## src/rtl/b_syn_updown.sv

```systemverilog
// Parametrised synchronous up/down counter with load, enable, saturate-or-wrap
// mode, combinational terminal count and a registered boundary-step pulse.
module b_syn_updown #(
  parameter int          WIDTH    = 4,
  parameter int unsigned MAX_VAL  = 15,
  parameter int unsigned RST_VAL  = 15,
  parameter bit          SATURATE = 1'b0
) (
  input  logic             clk,
  input  logic             re,
  input  logic             en,
  input  logic             up,
  input  logic             ld,
  input  logic [WIDTH-1:0] d,
  output logic [WIDTH-1:0] c,
  output logic             tc,
  output logic             wrap
);

  // Reject parameter sets the counter cannot represent.
  if (WIDTH < 1 || WIDTH > 32) begin : gen_bad_width
    $error("b_syn_updown: WIDTH must be in 1..32");
  end
  if (MAX_VAL < 1 || 64'(MAX_VAL) > ((64'd1 << WIDTH) - 64'd1)) begin : gen_bad_max
    $error("b_syn_updown: MAX_VAL must be in 1..2^WIDTH-1");
  end
  if (RST_VAL > MAX_VAL) begin : gen_bad_rst
    $error("b_syn_updown: RST_VAL must not exceed MAX_VAL");
  end

  localparam logic [WIDTH-1:0] MAX_W  = WIDTH'(MAX_VAL);
  localparam logic [WIDTH-1:0] RST_W  = WIDTH'(RST_VAL);
  localparam logic [WIDTH-1:0] ONE_W  = WIDTH'(1);
  localparam logic [WIDTH-1:0] ZERO_W = '0;

  logic [WIDTH-1:0] count_q, count_d;
  logic             wrap_q, wrap_d;
  logic             atMax, atZero;

  assign atMax  = (count_q == MAX_W);
  assign atZero = (count_q == ZERO_W);
  assign tc     = up ? atMax : atZero;

  // Boundary tests come before the step, so MAX_VAL = 2^WIDTH-1 never needs a carry bit.
  always_comb begin
    count_d = count_q;
    wrap_d  = 1'b0;
    if (ld) begin
      count_d = (d > MAX_W) ? MAX_W : d;
    end else if (en) begin
      wrap_d = tc;
      if (up) begin
        if (!atMax) begin
          count_d = count_q + ONE_W;
        end else if (!SATURATE) begin
          count_d = ZERO_W;
        end
      end else begin
        if (!atZero) begin
          count_d = count_q - ONE_W;
        end else if (!SATURATE) begin
          count_d = MAX_W;
        end
      end
    end
  end

  always_ff @(posedge clk or posedge re) begin
    if (re) begin
      count_q <= RST_W;
      wrap_q  <= 1'b0;
    end else begin
      count_q <= count_d;
      wrap_q  <= wrap_d;
    end
  end

  assign c    = count_q;
  assign wrap = wrap_q;

endmodule

```

## config.mk

```make
export PLATFORM = sky130hd
export DESIGN_NAME = b_syn_updown
export DESIGN_NICKNAME = d
export VERILOG_FILES = /design/src/rtl/b_syn_updown.sv
export SDC_FILE = /design/constraint.sdc
export NUM_CORES = 1
export LEC_CHECK = 0
export ABC_CLOCK_PERIOD_IN_PS = 2200
export CORE_AREA = 3 3 40 42
export CTS_CLUSTER_DIAMETER = 100
export DETAILED_ROUTE_END_ITERATION = 10
export DIE_AREA = 0 0 43 45
export PLACE_DENSITY_LB_ADDON = 0.12
export RECOVER_POWER = 25
export REMOVE_ABC_BUFFERS = 1
export SYNTH_ARGS = -nofsm -noshare
export SYNTH_HDL_FRONTEND = slang
export SYNTH_SLANG_ARGS = --single-unit
```

## constraint.sdc

```tcl
create_clock -name clk -period 2.2 [get_ports clk]
set_clock_uncertainty 0.15 [all_clocks]
set_input_delay 0.66 -clock clk [delete_from_list [all_inputs] [get_ports clk]]
set_output_delay 0.66 -clock clk [all_outputs]
set_load 0.01 [all_outputs]
```

* Word level (Yosys, flattened, before mapping)
Index checks and enable logic that the tools add are counted.
** Cells by class
- Order comparisons :: 1
- Mux-type cells :: 9
- Eq/ne operators :: 1
- Add/subtract/negate cells :: 2
- Reduce and logical (&&, ||, !) cells :: 2
** Operators by type and width (count)
- 2-to-1 mux 4 bit :: 6
- adder 4 x 1 -> 4 bit, second input constant :: 1
- equality test 4 bit, second input constant :: 1
- greater-than comparator 4 bit, second input constant :: 1
- logical NOT 4 bit :: 1
- subtractor 4 x 1 -> 4 bit, second input constant :: 1
- 2-to-1 mux 1 bit :: 3
- nonzero test 2 bit :: 1
** Storage, ports and cells
- Output and inout bits :: 6
- Logic and storage cells :: 17
- Flip-flop bits (word level) :: 5

* Longest topological paths before layout
Gate-level depths: netlist of run 1.
- Depth after elaboration :: 5
- Depth in mapped cells :: 6
- Mapped depth without buffers :: 6

* Least setup slack after synthesis of run 1
No wires, ideal clock.
- Kind :: input-to-output
- Start point :: input up
- End point :: output tc
- Stages :: 2
- Path buffers :: 0
- Arrival time :: 1185 ps
- Slack :: 205 ps
- Required time :: 1390 ps
- Path through :: nand2b_1 > o31ai_1
** Between the ends
- Word-level cells in the longest chain between the ends :: 1
** RTL lines
- from (decl) :: RTL line 12 : input logic up,
- 2-to-1 mux 1 bit :: RTL line 42 : assign tc = up ? atMax : atZero;
- to (decl) :: RTL line 16 : output logic tc,
Every way passes these cells.

* Final worst setup path of run 1
Same ends and word-level chain as after synthesis.

==> flow_summary.ini, run 1 <==
[worst_setup_path]
crit_chain = clkdlybuf4s15_1, nand2b_4, o31ai_4, buf_2
crit_type = input pin to output port
critPathCaptureType = output port
rrSetupSlack_ns = 0.60
cp_top_family = buffers and inverters
cp_data_arrival_time_ns = 1.38
path_depth = 4
cp_slowest_cell = o31ai_4
critPathMaxStageDelay_ns = 0.21
rr_startpoint = c[0]$_DFFE_PP1P_
crit_fanout = 2
critical_path.startpoint = up
reg2reg_depth = 7
crit_end = tc
crit_path_start_kind = input pin
worst-path-buf-inv = 2
r2r-end = c[3]$_DFFE_PP1P_
required_ns = 1.39

[pwr]
p_sw_share_pct = 30.4
intPower_mw = 0.270
power_frac_seq_pct = 33.6
p_clk_share_pct = 26.8
ir_drop_v = 0.000447
p_leak_nw = 0.283
power-per-cell-area_nw_per_um2 = 591
p_comb_share_pct = 39.6
switching_power_mw = 0.118
total_power_mw = 0.388

[layout]
drive_gt1_share_pct = 38.2
finalNetCount = 80
final_cells = 83
antenna_cells = 0
fin_area_um2 = 657
area_delta_synth_final_pct = 84.2

[job]
cap_violations = 0

[yosys]
yosys.area.top_type_share_pct = 29.5
synth-edff-count = 0
async_flop_share_pct = 100
synth-main-ff-cell = dfstp_2
synth_area_leader_cell = dfstp_2
synth_cell_types = 21
netlist_instances = 40
synthesis.area_um2 = 357
synth_area_leaders = dfstp_2, xnor2_1, dfrtp_1
avgSynthCellArea_um2 = 8.91
yosysSeqAreaShare_pct = 36.5
yosysWarnings = 0
ys_ff_latch = 5

[die]
dieHeight_um = 45
core_area_um2 = 1280
dieArea_um2 = 1940
ios = 15
start_util_pct = 27.8
die_w_um = 43
rows = 13

[place]
place.gp.congestion = 0.648
port_buffers = 14
dpl-instance-area_um2 = 579
place_hpwl_um = 681
dpl.cell_count = 77

[status]
outcome = complete, no violations

[clock_network]
htreeDepth = 1
cts_root_buf = clkbuf_4
cts_inserted_buffers = 3
clk_pin_slew_ns = 0.04
clock_path_buffers = 2
hold_buffers = 0
cts_tree = yes
clock_latency_ns = 0.24
cts_sinks = 5

[routing]
drtPass1Iterations = 4
ant_nets = 0
vias = 387
wl_per_cell_um = 10.6
drc_errors = 0
drt_iter0_markers = 10
vias_per_cell = 4.66
wl_um = 881

[sta]
fin_tns_setup_ns = 0
rsz0062_at_grt = true
finalMaxSlewViolations = 0
tightestPinTransition_ns = 0.264
fmax_ghz = 0.457
setup-violations-final = 0
holdWs_ns = 0.483
hold_viol = 0
post-route-period-util_pct = 99.5
period_needed_ns = 2.19
maxSlewHeadroom_pct = 82.4

[grt]
grt_first_pass_wirelength_mm = 1.49
grt_pass1_vias = 360
antenna_found_initial = 0
grt_overflow = 0
grt_start_max_net_pins = 10
grtUsageTotal_pct = 10.8

[worst_hold_path]
hold_class = flip-flop to flip-flop
-- layout make-up --
| class | instances | area, µm² |
|---|---|---|
| Clock buffer | 4 | 26.3 |
| Fill cell | 119 | 628 |
| Inverter | 4 | 15.0 |
| Sequential cell | 5 | 130 |
| Multi-Input combinational cell | 30 | 254 |
| Timing Repair Buffer | 25 | 213 |
| Tap cell | 15 | 18.8 |
-- kinds of logic after synthesis --
logic type | synth area share (%)
compound gates | 23.2
xor+xnor | 7.37
fa+ha+maj | 7.02
buf+inv | 5.26
flops | 36.5
mux | 2.81
simple gates | 17.9
-- metal layers --
layer,GRT usage [%],wire length [µm],up-vias
met1,12.9,351,164
li1,-,-,199
met3,7.57,88,0
met2,17.1,442,24
met4,0,0,0
met5,0,0,-
-- stage by stage --
| step | util [%] | setup WS [ns] |
|---|---|---|
| 6_report | 51.1 | 0.0115 |
| 5_1_grt | 51.1 | -0.0324 |
| 4_1_cts | 48.6 | -0.0231 |
| 3_5_place_dp | 45.1 | -0.702 |
| 3_3_place_gp | 45.1 | -0.659 |
| 2_1_floorplan | - | 0.205 |
-- worst min path at each step --
stage | startpoint | to | cells past startpoint
floorplan | re | wrap$_DFF_PP0_ | 1
global placement | c[2]$_DFFE_PP1P_ | c[2]$_DFFE_PP1P_ | 2
detailed placement | c[2]$_DFFE_PP1P_ | c[2]$_DFFE_PP1P_ | 2
CTS | re | wrap$_DFF_PP0_ | 2
global route | c[2]$_DFFE_PP1P_ | c[2]$_DFFE_PP1P_ | 2
finish | c[2]$_DFFE_PP1P_ | c[2]$_DFFE_PP1P_ | 2
-- worst min-delay path, stage by stage (launching register included) --
cell	delay, ns
dfstp_2	0.40
xnor2_1	0.16
o21ai_0	0.07
-- cells in the final DEF (no fill, tap or decap), types with 2 or more instances in the layout --
cell type / count
dlygate4sd2_1: 4
dfstp_2: 4
o21ai_0: 5
nand2b_1: 2
inv_1: 3
ha_4: 2
clkbuf_4: 3
clkdlybuf4s50_1: 7
nand2_1: 4
a21oi_1: 2
buf_4: 11
nand4_1: 2
xnor2_1: 3
-- power by group through the flow --
stage          clock network, mW  logic, mW  registers [mW]
6_report                   0.104      0.154           0.130
5_1_grt                    0.117      0.171           0.133
4_1_cts                    0.109      0.142           0.128
3_5_place_dp                   0      0.142           0.127
3_3_place_gp                   0      0.143           0.127
2_1_floorplan                  0     0.0568           0.131
-- timing repair --
item                       CTS  global route
setup endpoints to repair    4             1
pin swaps                    1             2
resized for setup           13             4
buffers inserted             1             1
-- flip-flops by register name (all words and copies together), names as in the netlist --
| name | flops |
|---|---|
| c | 4 |
| wrap | 1 |
-- Yosys cell counts, drive strengths merged, types with 2 or more instances --
cell type  instances
dfstp              4
xnor2              3
nand2b             3
nand2              4
nand4              2
ha                 2
inv                4
a21oi              2
o21ai              5
o31ai              2
Power figures use the tool's default switching activity.
==> inputs of run 2 (changes only) <==
- CORE_AREA: 3 3 40 42 -> 2 2 39 41
- DIE_AREA: 0 0 43 45 -> 0 0 41 43
- SLEW_MARGIN: default -> 20
==> flow_summary.ini, run 2 (same netlist as run 1, synthesis figures left out) <==
[die]
rows = 14
dieHeight_um = 43
dieArea_um2 = 1760
ios = 15
core_area_um2 = 1380
start_util_pct = 25.8
die_w_um = 41

[sta]
period_needed_ns = 2.16
tightestPinTransition_ns = 0.264
worst_slack_ns = 0.0418
finalMaxSlewViolations = 0
maxSlewHeadroom_pct = 82.3
fmax_ghz = 0.463
setup-violations-final = 0
post-route-period-util_pct = 98.1
hold_viol = 0

[grt]
grt_pass1_vias = 387
grt_overflow = 0
grt_first_pass_wirelength_mm = 1.52
grtUsageTotal_pct = 12.6
antenna_found_initial = 0
grt_start_max_net_pins = 10

[worst_setup_path]
crit_fanout = 4
crit_path_start_kind = flip-flop
cp_data_arrival_time_ns = 1.35
critPathCaptureType = output port
rrSetupSlack_ns = 0.56
required_ns = 1.39
crit_type = flip-flop to output port

[layout]
antenna_cells = 0
finalNetCount = 80
largest_register_ffs = 4
final_cells = 84
area_delta_synth_final_pct = 84.2
final_common_cell = buf_4
drive_gt1_share_pct = 41.2
mostFrequentLayoutCells = buf_4, clkdlybuf4s50_1, o21ai_0
final_core_util_pct = 47.5

[clock_network]
htreeDepth = 1
clk_pin_slew_ns = 0.05
clock_latency_ns = 0.24
cts_tree = yes
hold_buffers = 0
cts_sinks = 5
cts_root_buf = clkbuf_4
cts_inserted_buffers = 3
clock_path_buffers = 2

[routing]
dr_wl_met2_um = 495
drc_errors = 0
wl_met1_um = 430
vias = 384
drtPass1Iterations = 2
met3_length_um = 39
top_layer_used = met3
wl_um = 964
wl_per_cell_um = 11.5
vias_per_cell = 4.57
drt_iter0_markers = 2
ant_nets = 0

[pwr]
p_leak_nw = 0.283
power-per-cell-area_nw_per_um2 = 609
ir_drop_v = 0.000261
total_power_mw = 0.400

[place]
dpl.cell_count = 79
place.gp.congestion = 0.782
place_hpwl_um = 752
port_buffers = 14
preCtsSetupSlack_ns = -0.683

[status]
outcome = complete, no violations

[job]
cap_violations = 0

[worst_hold_path]
hold_class = flip-flop to flip-flop
[run 2: worst paths after layout]
kind / startpoint / to / cells after the start
worst max-delay path: c[0]$_DFFE_PP1P_ / tc / 4
worst min-delay path: c[2]$_DFFE_PP1P_ / c[2]$_DFFE_PP1P_ / 3
worst max register to register: c[0]$_DFFE_PP1P_ / c[3]$_DFFE_PP1P_ / 7
worst min register to register: c[2]$_DFFE_PP1P_ / c[2]$_DFFE_PP1P_ / 3
max in group asynchronous: re / c[2]$_DFFE_PP1P_ / 2
min in group asynchronous: re / wrap$_DFF_PP0_ / 2
[run 2: layout make-up]
| cell class | instances | area (µm²) |
|---|---|---|
| fill | 148 | 727 |
| sequential | 5 | 130 |
| clock buffer | 4 | 26.3 |
| inverter | 4 | 15.0 |
| tap | 16 | 20.0 |
| timing repair buffer | 25 | 211 |
| multi-input combinational | 30 | 254 |
[run 2: routing by layer]
metal	vias up	GRT usage, %
met4	0	8.00
met5	-	0
met2	8	17.8
met1	178	17.0
met3	0	1.57
li1	198	-
[run 2: timing repair]
item / in CTS / in global routing
endpoints found under the setup margin: 5 / 1
gates resized for setup: 15 / 5
buffers inserted: 1 / 0
pin swaps: 1 / 0
cloned: 0 / 0
[run 2: power by group]
group	leakage [nW]	switching (mW)	internal, mW
logic	0.212	0.0711	0.0958
registers	0.0559	0.0152	0.111
clock network	0.0150	0.0386	0.0686
total	0.283	0.125	0.275
[run 2: critical path: stages (launching register included)]
cell and delay (ns):
dfstp_2 0.59, ha_4 0.15, nand4_1 0.12, o31ai_4 0.08, buf_2 0.16
[run 2: through the flow]
stage	hold slack (ns)	TNS, ns	cell area (µm²)
6_report	0.558	0	657
5_1_grt	0.608	-0.0166	657
4_1_cts	0.472	0	639
3_5_place_dp	0.529	-0.683	588
3_3_place_gp	0.516	-0.664	588
2_1_floorplan	0.286	0	353
==> inputs of run 3 (changes only) <==
- REMOVE_ABC_BUFFERS: 1 -> default
==> flow_summary.ini, run 3 (same netlist as run 1, synthesis figures left out) <==
[worst_setup_path]
crit_type = input pin to output port
crit_path_start_kind = input pin
cp_data_arrival_time_ns = 1.40
required_ns = 1.39
rrSetupSlack_ns = 0.60
critPathCaptureType = output port
rr_startpoint = c[0]$_DFFE_PP1P_
r2r-end = c[3]$_DFFE_PP1P_
reg2reg_depth = 7
crit_fanout = 2

[status]
violations = negative setup slack
outcome = complete, but fails checks

[clock_network]
htreeDepth = 1
cts_inserted_buffers = 3
cts_sinks = 5
clock_path_buffers = 2
hold_buffers = 0
clk_pin_slew_ns = 0.04
cts_tree = yes
cts_root_buf = clkbuf_4
clock_latency_ns = 0.24

[routing]
drc_errors = 0
drt_iter0_markers = 1
wl_um = 894
vias_per_cell = 4.55
wl_per_cell_um = 10.8
ant_nets = 0
drtPass1Iterations = 4
vias = 378

[die]
dieHeight_um = 43
ios = 15
die_w_um = 41
rows = 14
dieArea_um2 = 1760
start_util_pct = 25.8
core_area_um2 = 1380

[layout]
finalNetCount = 79
area_delta_synth_final_pct = 79.3
drive_gt1_share_pct = 37.3
largest_register_ffs = 4
antenna_cells = 0
final_cells = 83
final_common_cell = buf_4
mostFrequentLayoutCells = buf_4, clkdlybuf4s50_1, o21ai_0, dlygate4sd2_1

[sta]
post-route-period-util_pct = 100
setup-violations-final = 1
tightestPinTransition_ns = 0.265
worst_slack_ns = -0.0103
holdWs_ns = 0.468
hold_viol = 0
period_needed_ns = 2.21
fmax_ghz = 0.452
rsz0062_at_grt = true
finalMaxSlewViolations = 0
maxSlewHeadroom_pct = 82.3

[grt]
grt_start_max_net_pins = 10
grt_pass1_vias = 396
grtUsageTotal_pct = 13.3
grt_overflow = 0
grt_first_pass_wirelength_mm = 1.58
antenna_found_initial = 0

[job]
cap_violations = 0

[place]
place.gp.congestion = 0.664
port_buffers = 14
place_hpwl_um = 680
dpl.cell_count = 78

[worst_hold_path]
hold_class = flip-flop to flip-flop
worstHoldPathCells = 2
hp-start = c[2]$_DFFE_PP1P_
worstHoldEndpoint = c[2]$_DFFE_PP1P_

[pwr]
power-per-cell-area_nw_per_um2 = 593
ir_drop_v = 0.000397
p_leak_nw = 0.277

[yosys]
syn-num-nets = 51
==> run 3: cell types whose count changed in the layout (fill, tap and decap cells not counted), sizes merged <==
cell         delta
buf             -1
clkbuf          -1
dlygate4sd2     +1
==> run 3: layout make-up <==
type / count / area (µm²)
fillers: 158 / 744
multi-input cells: 30 / 244
repair buffers: 24 / 204
flip-flops and latches: 5 / 130
clock buffers: 4 / 26.3
well taps: 16 / 20.0
inverters: 4 / 15.0
==> run 3: metal layers <==
metal | routed length [µm] | GRT usage (%)
met5 | 0 | 0
met4 | 0 | 4.00
met3 | 66 | 7.85
met2 | 440 | 19.7
met1 | 388 | 15.5
==> run 3: through the flow <==
stage / total power, mW / setup TNS (ns) / setup WS, ns / instance area, µm² / util, %
final: 0.379 / -0.0103 / -0.0103 / 639 / 46.2
after floorplan: 0.190 / 0 / 0.205 / 357 / -
after CTS: 0.377 / -0.0218 / -0.0218 / 608 / 43.9
after global placement: 0.270 / -0.655 / -0.655 / 581 / 42.0
after detailed placement: 0.270 / -0.681 / -0.681 / 581 / 42.0
after global routing: 0.414 / -0.0605 / -0.0605 / 639 / 46.2
==> run 3: worst max-delay path by stage <==
stage	from	to	cells past startpoint
after CTS	up	tc	4
after global placement	up	tc	4
after global routing	c[0]$_DFFE_PP1P_	tc	4
after floorplan	up	tc	2
after detailed placement	up	tc	4
final	up	tc	5
==> run 3: critical path, stage by stage <==
cell           delay, ns
dlygate4sd2_1       0.22
buf_4               0.11
nand4_1             0.15
o31ai_4             0.09
buf_2               0.16
==> run 3: timing repair <==
action	in CTS	in global routing
gates resized for setup	11	4
endpoints found under the setup margin	4	1
pin swaps	0	1
setup buffers	0	1
==> run 3: power by group <==
group | internal (mW) | switching [mW] | total, mW
sequential | 0.111 | 0.0193 | 0.130
clock | 0.0685 | 0.0363 | 0.105
combinational | 0.0843 | 0.0598 | 0.144
total | 0.264 | 0.115 | 0.379
==> patch 1 (flow settings as in run 3) <==
The output `wrap` loses its register stage (`wrap_q` becomes a continuous assignment).
--- a/src/rtl/b_syn_updown.sv
+++ b/src/rtl/b_syn_updown.sv
@@ -70,8 +70,8 @@
       count_q <= RST_W;
-      wrap_q  <= 1'b0;
     end else begin
       count_q <= count_d;
-      wrap_q  <= wrap_d;
     end
   end
+
+  assign wrap_q = wrap_d;
 
Formal check against the unedited RTL: not equivalent (a bounded check fails within 4 cycles, from zero or initial values).
==> patch 1 against run 3 <==
The run still ends with setup timing left. Power is 2.2% lower. Final area is 4.5% higher. Synthesized cell count is 2.5% lower. Worst hold slack better by 130 ps. Area after synthesis is 7.0% lower. Global-route usage is 0.95 points higher. Sequential cell count is 1 lower. Worst setup slack worse by 60 ps. Register-to-register slack worse by 40 ps. Routed wire length is 10% higher. Utilization is 2.1 points higher. Critical path type is now reg -> out.
==> patch 1: results (changes against run 3) <==
Run status
  • Status: complete, but fails checks
  • Failing checks: setup timing

Placed design
  • HPWL Detailed: 733 µm (+7.7%)
  • DP Cell Count: 81 (+3.8%)

Global route
  • First-pass GRT wire length: 1690 µm (+7.0%)
  • Met3 Track Usage GR: 0.0314 (-0.0471)
  • Vias in the first global route: 403 (+1.8%)
  • GRT Overall Usage: 0.142 (+0.00948)

Worst setup path
  • Origin of the critical flop-to-flop path: c[1]
  • Slowest CP cell: dfstp_2
  • R2r setup slk: 560 ps (-40 ps)
  • CP peak stage delay: 570 ps (+350 ps)

Logic synthesis
  • Synth Area in Compound Gates: 0.249 (+0.0175)
  • Post-synthesis cell count: 39 (-2.5%)
  • Mapped Nets: 50 (-2.0%)
  • Sequential share of the synthesized area: 0.317 (-0.0479)

Hold path
  • Min-delay src: c[1]

Final layout
  • Fillers: 138 (-13%)

Power and ir drop
  • Worst-case vdd ir drop: 0.308 mV (-22%)
  • Clock power share: 0.238 (-0.038)
  • LEAKAGE: 0.000292 µW (+5.2%)

Detailed routing
  • DR iter-0 viols: 5 (+4)
  • Via count: 384 (+1.6%)

Timing
  • Final setup viols: 2 (+1)
  • Setup TNS: -99.0 ps (-88.7 ps)
  • Final worst slack: -69.8 ps (-59.5 ps)
==> patch 1: worst max path at each step <==
stage / start / endpoint / slack [ps] / depth (start not counted)
floorplan: up / wrap / 30 / 3
detailed placement: up / wrap / -830 / 5
CTS: c[1] / wrap / -70 / 5
global placement: up / wrap / -820 / 5
finish: c[1] / wrap / -70 / 5
global route: c[1] / wrap / -130 / 5
==> patch 1: power groups by stage <==
stage | Clock [µW] | Sequential (µW) | Combinational (µW)
after floorplan | 0 | 112 | 59.1
after detailed placement | 0 | 104 | 158
final | 88.2 | 109 | 174
after global routing | 94.8 | 111 | 192
after global placement | 0 | 104 | 158
after CTS | 93.4 | 108 | 166
==> patch 1: final cells by class <==
class,instances,area [µm²],area share
Clock buffer,3,22.5,0.0337
Timing Repair Buffer,28,236,0.354
Inverter,4,15.0,0.0225
Sequential cell,4,105,0.157
Tap cell,16,20.0,0.0300
Multi-Input combinational cell,30,269,0.403
==> patch 2 (flow settings as in run 3) <==
Without the edit above. Set the parameter `SATURATE` to 1'b1 (it was 1'b0).
--- a/src/rtl/b_syn_updown.sv
+++ b/src/rtl/b_syn_updown.sv
@@ -6,3 +6,3 @@
   parameter int unsigned RST_VAL  = 15,
-  parameter bit          SATURATE = 1'b0
+  parameter bit          SATURATE = 1'b1
 ) (
Function: changed (a bounded check fails within 4 cycles, from zero or initial values).
==> patch 2 against run 3 <==
Utilization up 2.9 points. Final area grew 6.3%. Critical path type unchanged. Sequential cell count is the same. Synthesized cell count is 10% higher. Routed wire length is 17% higher. Worst setup slack better by 61 ps. Worst hold slack gained 56 ps. Area after synthesis rose by 11%. Power grew 9.5%.
==> patch 2: results (changes against run 3) <==
Global route
  • Met3 Track Usage GR: 0.0314 (-0.0471)
  • GRT met2 Usage: 0.225 (+0.0281)
  • M1 GR Usage: 0.207 (+0.0512)
  • GRT Overall Usage: 0.155 (+0.0217)
  • Largest net degree at the start of global routing: 10 (unchanged)
  • First-pass GRT wire length: 1800 µm (+14%)

Final layout
  • Fillers: 144 (-8.9%)
  • Max reg flops: 4 (unchanged)
  • Antenna diodes: 0 (unchanged)
  • Final nets: 85 (+7.6%)
  • Share of layout cells above drive strength 1: 0.347 (-0.0259)

Logic synthesis
  • Synth cell types: 26 (+24%)
  • Synth Warn #: 0 (unchanged)
  • Post-synth top cells: dfstp_2, inv_1, nand3_1
  • Sequential share of the synthesized area: 0.329 (-0.0358)
  • Synth Area in Compound Gates: 0.190 (-0.0417)
  • Mapped Nets: 56 (+9.8%)
  • Synth top area cells: dfstp_2, dfrtp_1, ha_1
  • Post-synthesis mux area share: 0.0348 (+0.00674)
  • Post-synth EDFFs: 0 (unchanged)
  • FFs w/ async S/R, synth: 1.00 (unchanged)
  • Largest family of logic cells by synthesized area: simple AND/OR/NAND/NOR gates
  • XOR/XNOR Fraction of Synth Area: 0.0665 (-0.00723)
  • Synth Area in Adders: 0.114 (+0.0437)
  • Post-synthesis cell count: 44 (+10%)
  • Top FF cell, synth: dfstp_2

Hold path
  • Worst Hold Class: reg -> reg

Detailed routing
  • Via count: 414 (+9.5%)
  • DR WL/cell: 11.9 µm (+10%)
  • Wl on met1: 484 µm (+25%)
  • DR iter-0 viols: 11 (+10)
  • Top Metal Used: met3
  • Vias per cell: 4.70 (+3.3%)
  • DR WL met2: 516 µm (+17%)
  • Met3 Routed Length: 42 µm (-36%)

Run status
  • Status: completed

Placed design
  • DP Area: 631 µm² (+8.6%)
  • Post-Place Setup Slack: -782 ps (-101 ps)
  • RePlAce Congestion: 0.775 (+17%)
  • Port Buffer Count: 14 (unchanged)
  • HPWL Detailed: 864 µm (+27%)
  • DP Cell Count: 83 (+6.4%)

CTS
  • Root Buffer: clkbuf_4
  • Clock Tree Buf Depth: 2 (unchanged)
  • CTS clk-pin slew, worst paths: 40 ps (about the same)
  • Clk_lat worst skew: 240 ps (about the same)
  • Total CTS buffers: 3 (unchanged)
  • CTS H-tree lvls: 1 (unchanged)

Worst setup path
  • Worst path arrival time: 1340 ps (-60 ps)
  • Delay-heaviest family, CP: buffers and inverters
  • Crit Path Max Fanout: 3 (+1)
  • Slowest CP cell: nor4_4
  • CP peak stage delay: 280 ps (+60 ps)

Timing
  • Worst slew margin: 0.805 (-0.0180)

Power and ir drop
  • Worst-case vdd ir drop: 0.230 mV (-42%)
  • LEAKAGE: 0.000309 µW (+11%)
==> patch 2: layout make-up <==
class / instances / area (µm²) / area share
timing repair buffer: 26 / 228 / 0.335
sequential: 5 / 130 / 0.192
tap: 16 / 20.0 / 0.0295
inverter: 5 / 18.8 / 0.0276
multi-input combinational: 32 / 256 / 0.378
clock buffer: 4 / 26.3 / 0.0387
==> patch 2: final timing paths <==
check	startpoint	endpoint	slack [ps]	cells after the start
worst max-delay path	up	tc	50	5
worst min-delay path	c[3]	c[1]	520	3
worst max register to register	c[1]	c[3]	340	6
worst min register to register	c[3]	c[1]	520	3
max in group asynchronous	re	c[3]	1050	2
min in group asynchronous	re	wrap	610	2
==> patch 2: timing repair <==
item                                    in CTS  in global routing
setup buffers                                0                  1
resized for setup                           14                  3
pin swaps                                    2                  1
endpoints found under the setup margin       7                  1
==> patch 2: report_power, final <==
group / total, µW / switching (µW) / internal, µW
sequential: 131 / 17.7 / 113
clock: 105 / 36.9 / 68.5
combinational: 179 / 76.7 / 102
total: 415 / 131 / 284
